**config.mk**
```make
export PLATFORM = sky130hd
export DESIGN_NAME = sc_phase_gen_flat
export DESIGN_NICKNAME = d
export VERILOG_FILES = /design/src/rtl/sc_phase_gen_pkg.sv /design/src/rtl/sc_phase_gen_if.sv /design/src/rtl/sc_phase_timer.sv /design/src/rtl/sc_phase_gen.sv /design/src/flat_wrapper.sv
export SDC_FILE = /design/constraint.sdc
export NUM_CORES = 1
export LEC_CHECK = 0
export ABC_AREA = 1
export CORE_MARGIN = 1.5
export CORE_UTILIZATION = 56
export CTS_BUF_LIST = sky130_fd_sc_hd__clkbuf_8
export DETAILED_ROUTE_END_ITERATION = 8
export GPL_TIMING_DRIVEN = 1
export PLACE_DENSITY = 0.85
export SYNTH_ARGS = -nofsm -noshare
export SYNTH_HDL_FRONTEND = slang
export SYNTH_SLANG_ARGS = --single-unit
```
**constraint.sdc**
```tcl
create_clock -name clk -period 1.94 [get_ports clk]
set_input_delay 0.388 -clock clk [delete_from_list [all_inputs] [get_ports clk]]
set_output_delay 0.388 -clock clk [all_outputs]
set_load 0.01 [all_outputs]
```
**src/rtl/sc_phase_gen_pkg.sv**
```systemverilog
// Shared types and helpers for the two-phase non-overlapping clock generator.
package sc_phase_pkg;

  localparam int unsigned MIN_LEN = 1;

  // Bit positions of the one-hot state register; phi1/phi2/busy tap these directly.
  localparam int ST_IDLE_B   = 0;
  localparam int ST_PHI1_B   = 1;
  localparam int ST_DEAD12_B = 2;
  localparam int ST_PHI2_B   = 3;
  localparam int ST_DEAD21_B = 4;

  typedef enum logic [4:0] {
    ST_IDLE   = 5'b00001,
    ST_PHI1   = 5'b00010,
    ST_DEAD12 = 5'b00100,
    ST_PHI2   = 5'b01000,
    ST_DEAD21 = 5'b10000
  } state_e;

  // A programmed length of zero behaves as one cycle, so dead time never vanishes.
  function automatic int unsigned max1(input int unsigned len);
    return (len < MIN_LEN) ? MIN_LEN : len;
  endfunction

endpackage

```
**src/rtl/sc_phase_gen_if.sv**
```systemverilog
// Configuration and phase-output bundle between the controller and the SC filter side.
interface sc_phase_gen_if #(
  parameter int CNT_W   = 8,
  parameter int FRAME_W = 16
);
  logic               en;
  logic [CNT_W-1:0]   phi1_len;
  logic [CNT_W-1:0]   phi2_len;
  logic [CNT_W-1:0]   dead_len;
  logic               phi1;
  logic               phi2;
  logic               sample_stb;
  logic               busy;
  logic [FRAME_W-1:0] frame_cnt;

  modport master (
    output en, phi1_len, phi2_len, dead_len,
    input  phi1, phi2, sample_stb, busy, frame_cnt
  );

  modport slave (
    input  en, phi1_len, phi2_len, dead_len,
    output phi1, phi2, sample_stb, busy, frame_cnt
  );
endinterface

```
**src/rtl/sc_phase_timer.sv**
```systemverilog
// Loadable down-counter timing the current phase; done marks the last cycle of it.
module sc_phase_timer #(
  parameter int CNT_W = 8
) (
  input  logic             clk,
  input  logic             rst_n,
  input  logic             load,
  input  logic [CNT_W-1:0] value,
  output logic             done
);

  logic [CNT_W-1:0] count_q;
  logic [CNT_W-1:0] count_d;

  // Load takes priority; otherwise count down and park at zero.
  always_comb begin
    count_d = count_q;
    if (load) begin
      count_d = value;
    end else if (count_q != '0) begin
      count_d = count_q - CNT_W'(1);
    end
  end

  // Counter register.
  always_ff @(posedge clk or negedge rst_n) begin
    if (!rst_n) begin
      count_q <= '0;
    end else begin
      count_q <= count_d;
    end
  end

  assign done = (count_q == '0);

endmodule

```
**src/rtl/sc_phase_gen.sv**
```systemverilog
// Non-overlapping phi1/phi2 sequencer for the switched-capacitor filter switches.
//
//   state  | meaning
//   IDLE   | stopped, both phases low, waiting for en
//   PHI1   | phi1 high for the latched phi1 length
//   DEAD12 | both low, gap between phi1 fall and phi2 rise
//   PHI2   | phi2 high; sample_stb on its last cycle
//   DEAD21 | both low, gap before the next frame; frame ends here
module sc_phase_gen
  import sc_phase_pkg::*;
#(
  parameter int CNT_W   = 8,
  parameter int FRAME_W = 16
) (
  input logic          clk,
  input logic          rst_n,
  sc_phase_gen_if.slave bus
);

  state_e             state_q, state_d;
  logic [CNT_W-1:0]   n2_q, n2_d;
  logic [CNT_W-1:0]   nd_q, nd_d;
  logic [FRAME_W-1:0] frame_cnt_q, frame_cnt_d;
  logic               tmr_load;
  logic [CNT_W-1:0]   tmr_value;
  logic               tmr_done;
  logic               cfg_latch;

  function automatic logic [CNT_W-1:0] clamp_len(input logic [CNT_W-1:0] len);
    return CNT_W'(max1(32'(len)));
  endfunction

  sc_phase_timer #(.CNT_W(CNT_W)) u_timer (
    .clk   (clk),
    .rst_n (rst_n),
    .load  (tmr_load),
    .value (tmr_value),
    .done  (tmr_done)
  );

  // Next-state, timer reload and frame-end decode. The phi1 length is consumed
  // straight into the timer at PHI1 entry, so only phi2/dead lengths are held.
  always_comb begin
    state_d   = state_q;
    tmr_load  = 1'b0;
    tmr_value = '0;
    cfg_latch = 1'b0;
    frame_cnt_d = frame_cnt_q;
    unique case (state_q)
      ST_IDLE: begin
        if (bus.en) begin
          state_d   = ST_PHI1;
          cfg_latch = 1'b1;
          tmr_load  = 1'b1;
          tmr_value = clamp_len(bus.phi1_len) - CNT_W'(1);
        end
      end
      ST_PHI1: begin
        if (tmr_done) begin
          state_d   = ST_DEAD12;
          tmr_load  = 1'b1;
          tmr_value = nd_q - CNT_W'(1);
        end
      end
      ST_DEAD12: begin
        if (tmr_done) begin
          state_d   = ST_PHI2;
          tmr_load  = 1'b1;
          tmr_value = n2_q - CNT_W'(1);
        end
      end
      ST_PHI2: begin
        if (tmr_done) begin
          state_d   = ST_DEAD21;
          tmr_load  = 1'b1;
          tmr_value = nd_q - CNT_W'(1);
        end
      end
      ST_DEAD21: begin
        if (tmr_done) begin
          frame_cnt_d = frame_cnt_q + FRAME_W'(1);
          if (bus.en) begin
            state_d   = ST_PHI1;
            cfg_latch = 1'b1;
            tmr_load  = 1'b1;
            tmr_value = clamp_len(bus.phi1_len) - CNT_W'(1);
          end else begin
            state_d = ST_IDLE;
          end
        end
      end
      default: state_d = ST_IDLE;
    endcase
  end

  // Lengths for the rest of the frame are frozen when the frame starts.
  always_comb begin
    n2_d = n2_q;
    nd_d = nd_q;
    if (cfg_latch) begin
      n2_d = clamp_len(bus.phi2_len);
      nd_d = clamp_len(bus.dead_len);
    end
  end

  // State, latched lengths and frame counter.
  always_ff @(posedge clk or negedge rst_n) begin
    if (!rst_n) begin
      state_q     <= ST_IDLE;
      n2_q        <= CNT_W'(MIN_LEN);
      nd_q        <= CNT_W'(MIN_LEN);
      frame_cnt_q <= '0;
    end else begin
      state_q     <= state_d;
      n2_q        <= n2_d;
      nd_q        <= nd_d;
      frame_cnt_q <= frame_cnt_d;
    end
  end

  // Phase gates come straight off flop bits so they cannot glitch.
  assign bus.phi1       = state_q[ST_PHI1_B];
  assign bus.phi2       = state_q[ST_PHI2_B];
  assign bus.busy       = ~state_q[ST_IDLE_B];
  assign bus.sample_stb = state_q[ST_PHI2_B] & tmr_done;
  assign bus.frame_cnt  = frame_cnt_q;

endmodule

```
**src/flat_wrapper.sv**
```systemverilog
// flat-port wrapper written by rule: the top's interface ports become plain ports
module sc_phase_gen_flat import sc_phase_pkg::*;
#(
  parameter int CNT_W   = 8,
  parameter int FRAME_W = 16
)
  (clk, rst_n, bus_en, bus_phi1_len, bus_phi2_len, bus_dead_len, bus_phi1, bus_phi2, bus_sample_stb, bus_busy, bus_frame_cnt);
  sc_phase_gen_if #(.CNT_W(CNT_W), .FRAME_W(FRAME_W)) bus_i ();
  input logic clk;
  input logic rst_n;
  input wire logic [$bits(bus_i.en)-1:0] bus_en;
  input wire logic [$bits(bus_i.phi1_len)-1:0] bus_phi1_len;
  input wire logic [$bits(bus_i.phi2_len)-1:0] bus_phi2_len;
  input wire logic [$bits(bus_i.dead_len)-1:0] bus_dead_len;
  output wire logic [$bits(bus_i.phi1)-1:0] bus_phi1;
  output wire logic [$bits(bus_i.phi2)-1:0] bus_phi2;
  output wire logic [$bits(bus_i.sample_stb)-1:0] bus_sample_stb;
  output wire logic [$bits(bus_i.busy)-1:0] bus_busy;
  output wire logic [$bits(bus_i.frame_cnt)-1:0] bus_frame_cnt;
  assign bus_i.en = bus_en;
  assign bus_i.phi1_len = bus_phi1_len;
  assign bus_i.phi2_len = bus_phi2_len;
  assign bus_i.dead_len = bus_dead_len;
  assign bus_phi1 = bus_i.phi1;
  assign bus_phi2 = bus_i.phi2;
  assign bus_sample_stb = bus_i.sample_stb;
  assign bus_busy = bus_i.busy;
  assign bus_frame_cnt = bus_i.frame_cnt;
  sc_phase_gen #(.CNT_W(CNT_W), .FRAME_W(FRAME_W)) u_core (.clk(clk), .rst_n(rst_n), .bus(bus_i));
endmodule
```
==> impl_metrics.yaml, run 1 <==
global_routing:
  antenna_found_initial: 0
  grt_pass1_vias: 2859
  overflow: 0
  grt_pass1_wl_um: 12400
  grt_usage: 0.282
  grt_start_max_net_pins: 46
detailed_routing:
  wl_um: 7530
  met3_length_um: 379
  drt-met1-wl_um: 3270
  wl_per_cell_um: 13.4
  routed_via_density: 5.38
  post-route-drc-count: 0
  met2_length_um: 3690
  firstDrtPassIters: 5
  top_layer: "met4"
  vias: 3016
  drtIter0Drc: 184
  drtAntennaViolNets: 0
critical_path:
  crit_chain: "inv_2 > ha_4 > nand2_4 > nor2_8 > inv_1 > nor2_1 > buf_2"
  cp-startpoint: "u_core.u_timer.count_q[0]$_DFFE_PN0P_"
  cp_slowest_cell: "dfrtp_1"
  r2r_cells: 11
  critPathArrivalTime_ps: 1460
  critPathKind: "reg2out"
  r2r_start: "u_core.u_timer.count_q[0]$_DFFE_PN0P_"
  required_ps: 1550
  rr_endpoint: "u_core.bus.frame_cnt[7]$_DFFE_PN0P_"
  crit_fanout: 2
  endpoint_kind: "output pin"
  crit_buf_inv: 3
  cp_top_family: "flip-flops"
  critPathLaunchType: "register"
  crit_path_max_incr_delay_ps: 400
  reg2reg_slack_ps: 160
power:
  p_leak_uw: 0.00190
  ir_drop_v: 0.000751
  power_density_nw_per_um2: 1090
finish:
  layout_common_cells: "111 x nand2_1, 54 x inv_1, 43 x nand3_1"
  fin_cells: 561
  final_common_cell: "nand2_1"
  syn_to_final_growth_pct: 29.8
  diodes: 0
  drive_above_1_share: 0.143
  nets: 522
timing:
  slew_headroom: 0.608
  drv_slew: 0
  tns_ps: 0
  max_freq_mhz: 542
  setup_viol: 0
  period_minus_slack_ps: 1840
  worst_pin_slew_ps: 588
  finClkSkew_ps: 3.64
  finalHoldViolations: 0
  finalCritPeriodShare: 0.951
run_status:
  status: "finished clean"
place:
  gp_congestion: 0.934
  portBuffers: 46
  place_hpwl_um: 5600
  placed_cells: 552
logic_synthesis:
  yosysTopAreaCellShare: 0.356
  yosysTopAreaCell: "dfrtp_1"
  seq_area_frac_synth: 0.383
  post_synth.cell_area_avg_sq_um: 7.12
  synthTopCellsByArea: "dfrtp_1 36%, nand2_1 14%, nand3_1 7.5%"
  synth_seq_cells: 45
  synth_area_sq_um: 2950
  synth_warnings: 0
  yosysUniqueCellTypes: 29
  netlist_instances: 415
  syn-num-nets: 447
floorplanning:
  core-area_sq_um: 5110
  dieArea_sq_um: 5720
  rows: 26
  pin_count: 47
  die_h_um: 75.6
  start_util: 0.578
  die_w_um: 75.6
flow_run:
  maxCapViolations: 0
clock_network:
  clock-sinks: 45
  htreeDepth: 2
  tritoncts: "yes"
  clockRootBuffer: "clkbuf_8"
  numCtsBuffers: 5
  hold_buffers: 0
  clkTransAtPathRegs_ps: 90
  clk_latency_ps: 300
  cts_buffer_depth: 2
hold_path:
  min_path_type: "in2async"
how the worst max path moves through the flow:
stage	cells after the start	slack (ps)	to
2_1_floorplan	6	300	bus_sample_stb
3_3_place_gp	12	-130	u_core.u_timer.count_q[4]$_DFFE_PN0P_
3_5_place_dp	12	-210	u_core.u_timer.count_q[4]$_DFFE_PN0P_
4_1_cts	11	80	u_core.bus.frame_cnt[7]$_DFFE_PN0P_
5_1_grt	12	-20	u_core.u_timer.count_q[2]$_DFFE_PN0P_
6_report	7	100	bus_sample_stb
sequential cells by signal, summed over array words and instances (netlist names):
| name | cells |
|---|---|
| u_core.nd_q | 8 |
| u_core.bus.frame_cnt | 16 |
| u_core.u_timer.count_q | 8 |
| u_core.state_q | 5 |
| u_core.n2_q | 8 |
stage by stage:
stage | area (sq um) | utilization | power (uW) | worst slack, ps | hold slack (ps)
after global routing | 3830 | 0.750 | 4550 | -18.0 | 221
final | 3830 | 0.750 | 4180 | 95.2 | 166
after CTS | 3790 | 0.743 | 4160 | 81.7 | 184
after global placement | 3670 | 0.719 | 3270 | -127 | 499
after detailed placement | 3670 | 0.719 | 3370 | -208 | 510
after floorplan | 2950 | - | 2760 | 303 | 92.4
routing by layer:
| metal | GRT usage | up-vias |
|---|---|---|
| li1 | - | 1480 |
| met1 | 0.362 | 1416 |
| met2 | 0.468 | 100 |
| met3 | 0.0595 | 20 |
| met4 | 0.113 | 0 |
| met5 | 0 | - |
report_power, final:
group          leakage, uW  internal [uW]  switching, uW
clock            0.0000626            415            334
sequential        0.000577           1240            228
combinational      0.00126            763           1200
cells by family (layout without fill, tap and decap cells):
family	after synthesis	count (layout)	synth area share
DFF	45	45	0.383
and+or+nand+nor	237	237	0.375
xor gates and xnor gates	21	21	0.0623
AOI/OAI and AO/OA	42	42	0.0720
buffers and inverters	65	141	0.0869
adders and majority gates	5	5	0.0212
Yosys cell counts (all sizes together):
| cell | count |
|---|---|
| xor2 | 14 |
| o21ai | 36 |
| ha | 5 |
| clkinv | 1 |
| buf | 4 |
| nand4 | 12 |
| dfstp | 3 |
| nor4 | 3 |
| xnor2 | 7 |
| nand3b | 1 |
| a21oi | 5 |
| nor3 | 7 |
| nor2 | 51 |
| o211ai | 1 |
| nand2 | 117 |
| nand3 | 46 |
| dfrtp | 42 |
| inv | 60 |
repair_timing:
item,4_1_cts,5_1_grt
pin swaps,1,6
gates resized for setup,7,11
cloned,0,0
endpoints found under the setup margin,1,23
buffers inserted,0,1
hold endpoints to repair,0,0
area by class of cell:
class	count	area [sq um]
clock buffer	6	82.6
tap	70	87.6
multi-input combinational	305	1600
clock inverter	2	33.8
inverter	61	230
fill	399	1270
timing repair buffer	72	673
sequential	45	1130
Note: power is estimated with default switching activity, not from simulation.
==> inputs of run 2 (changes only) <==
CAP_MARGIN = 20   (was unset)
PLACE_DENSITY = 0.83   (was 0.85)
SKIP_CTS_REPAIR_TIMING = 1   (was unset)
==> run 2 against run 1 <==
Net effect:
- combinational power is essentially flat
- utilization fell by 0.51 points
- via count is 0.40% lower
- worst setup slack got worse by 22 ps
==> impl_metrics.yaml, run 2 (same netlist as run 1, synthesis figures left out) <==
run_status:
  status: "finished clean"
timing:
  slew_headroom: 0.645
  period_minus_slack_ps: 1870
  finalCritPeriodShare: 0.962
  max_freq_mhz: 536
  finalHoldViolations: 0
  drv_slew: 0
  setup_viol: 0
  tns_ps: 0
  finClkSkew_ps: 9.47
  worst_pin_slew_ps: 533
power:
  p_leak_uw: 0.00187
  ir_drop_v: 0.000728
  power_density_nw_per_um2: 1050
  power_uw: 4010
critical_path:
  critPathArrivalTime_ps: 2100
  crit_path_max_incr_delay_ps: 510
  cp_slowest_cell: "clkdlybuf4s50_1"
  crit_chain: "clkdlybuf4s50_1 > inv_1 > nand2_1 > nor2_2 > a21oi_2 > ha_2 > nand3_4 > xor2_1 > nand2_1 > nand2_1 > nor2_2 > nor2_1"
  critPathLaunchType: "input pin"
  required_ps: 2170
  path_common_cell: "nand2_1"
  crit_fanout: 3
  endpoint_kind: "register"
  critPathKind: "in2reg"
detailed_routing:
  firstDrtPassIters: 4
  vias: 3004
  wl_um: 7400
  wl_per_cell_um: 13.2
  post-route-drc-count: 0
  drtIter0Drc: 170
  routed_via_density: 5.37
  drtAntennaViolNets: 0
global_routing:
  overflow: 0
  grt_start_max_net_pins: 29
  grt_pass1_wl_um: 12100
  antenna_found_initial: 0
  grt_pass1_vias: 2838
  grt_usage: 0.279
finish:
  drive_above_1_share: 0.141
  nFillCells: 420
  final_util: 0.745
  largest_reg_flops: 16
  final_common_cell: "nand2_1"
  multiInputGateArea_sq_um: 1610
  syn_to_final_growth_pct: 28.9
  nets: 521
  regArea_sq_um: 1130
  diodes: 0
  layout_common_cells: "110 x nand2_1, 55 x inv_1, 43 x nand3_1, 43 x clkdlybuf4s50_1, 42 x dfrtp_1"
clock_network:
  tritoncts: "yes"
  clock-sinks: 45
  cts_buffer_depth: 2
  numCtsBuffers: 5
  clkTransAtPathRegs_ps: 80
  clk_latency_ps: 300
  htreeDepth: 2
  clockRootBuffer: "clkbuf_8"
floorplanning:
  core-area_sq_um: 5110
  die_w_um: 75.6
  die_h_um: 75.6
  rows: 26
  start_util: 0.578
  dieArea_sq_um: 5720
  pin_count: 47
flow_run:
  maxCapViolations: 0
place:
  portBuffers: 46
  gp_congestion: 0.934
  place_hpwl_um: 5760
hold_path:
  min_path_type: "in2async"
==> run 2: final cells by class <==
class	count	area share
multi-input cells	305	0.422
flip-flops and latches	45	0.297
repair buffers	71	0.175
inverters	61	0.0605
well taps	70	0.0230
clock buffers	6	0.0217
clock inverters	1	0.000986
==> run 2: routing by layer <==
metal | vias to the layer above | routed length [um] | track usage | share of wire
met4 | 0 | 121 | 0.0972 | 0.016
met3 | 15 | 306 | 0.0450 | 0.041
met2 | 74 | 3700 | 0.492 | 0.50
met5 | - | 0 | 0 | 0
met1 | 1446 | 3270 | 0.346 | 0.44
li1 | 1469 | - | - | -
==> run 2: final timing paths <==
kind / cells after the start / slack (ps) / end / start
max: 12 / 70 / u_core.u_timer.count_q[4]$_DFFE_PN0P_ / bus_phi1_len[3]
min: 1 / 60 / u_core.state_q[3]$_DFFE_PN0P_ / rst_n
max reg2reg: 11 / 150 / u_core.bus.frame_cnt[7]$_DFFE_PN0P_ / u_core.u_timer.count_q[0]$_DFFE_PN0P_
min reg2reg: 2 / 540 / u_core.n2_q[0]$_DFFE_PN1P_ / u_core.n2_q[0]$_DFFE_PN1P_
max in group asynchronous: 2 / 1240 / u_core.nd_q[0]$_DFFE_PN1P_ / rst_n
min in group clk: 2 / 540 / u_core.n2_q[0]$_DFFE_PN1P_ / u_core.n2_q[0]$_DFFE_PN1P_
==> run 2: power breakdown <==
part | switching, uW | internal [uW] | total [uW] | leakage (uW)
sequential | 221 | 1250 | 1470 | 0.000577
combinational | 1200 | 757 | 1950 | 0.00124
clock | 313 | 278 | 591 | 0.0000485
==> run 2: worst max-delay path: cells and delay by family <==
family | cells | cell delay [ps]
compound gates | 1 | 200
xor+xnor | 1 | 160
fa+ha+maj | 1 | 250
buf+inv | 2 | 580
simple gates | 7 | 530
==> run 2: metrics by stage <==
step / std cells / hold slack, ps / worst slack (ps) / cell area [sq um]
2_1_floorplan: 415 / 92.4 / 303 / 2950
3_3_place_gp: 552 / 397 / -128 / 3670
3_5_place_dp: 552 / 400 / -258 / 3670
6_report: 559 / 59.3 / 73.0 / 3810
5_1_grt: 559 / 109 / -29.4 / 3810
4_1_cts: 559 / 73.2 / -416 / 3760
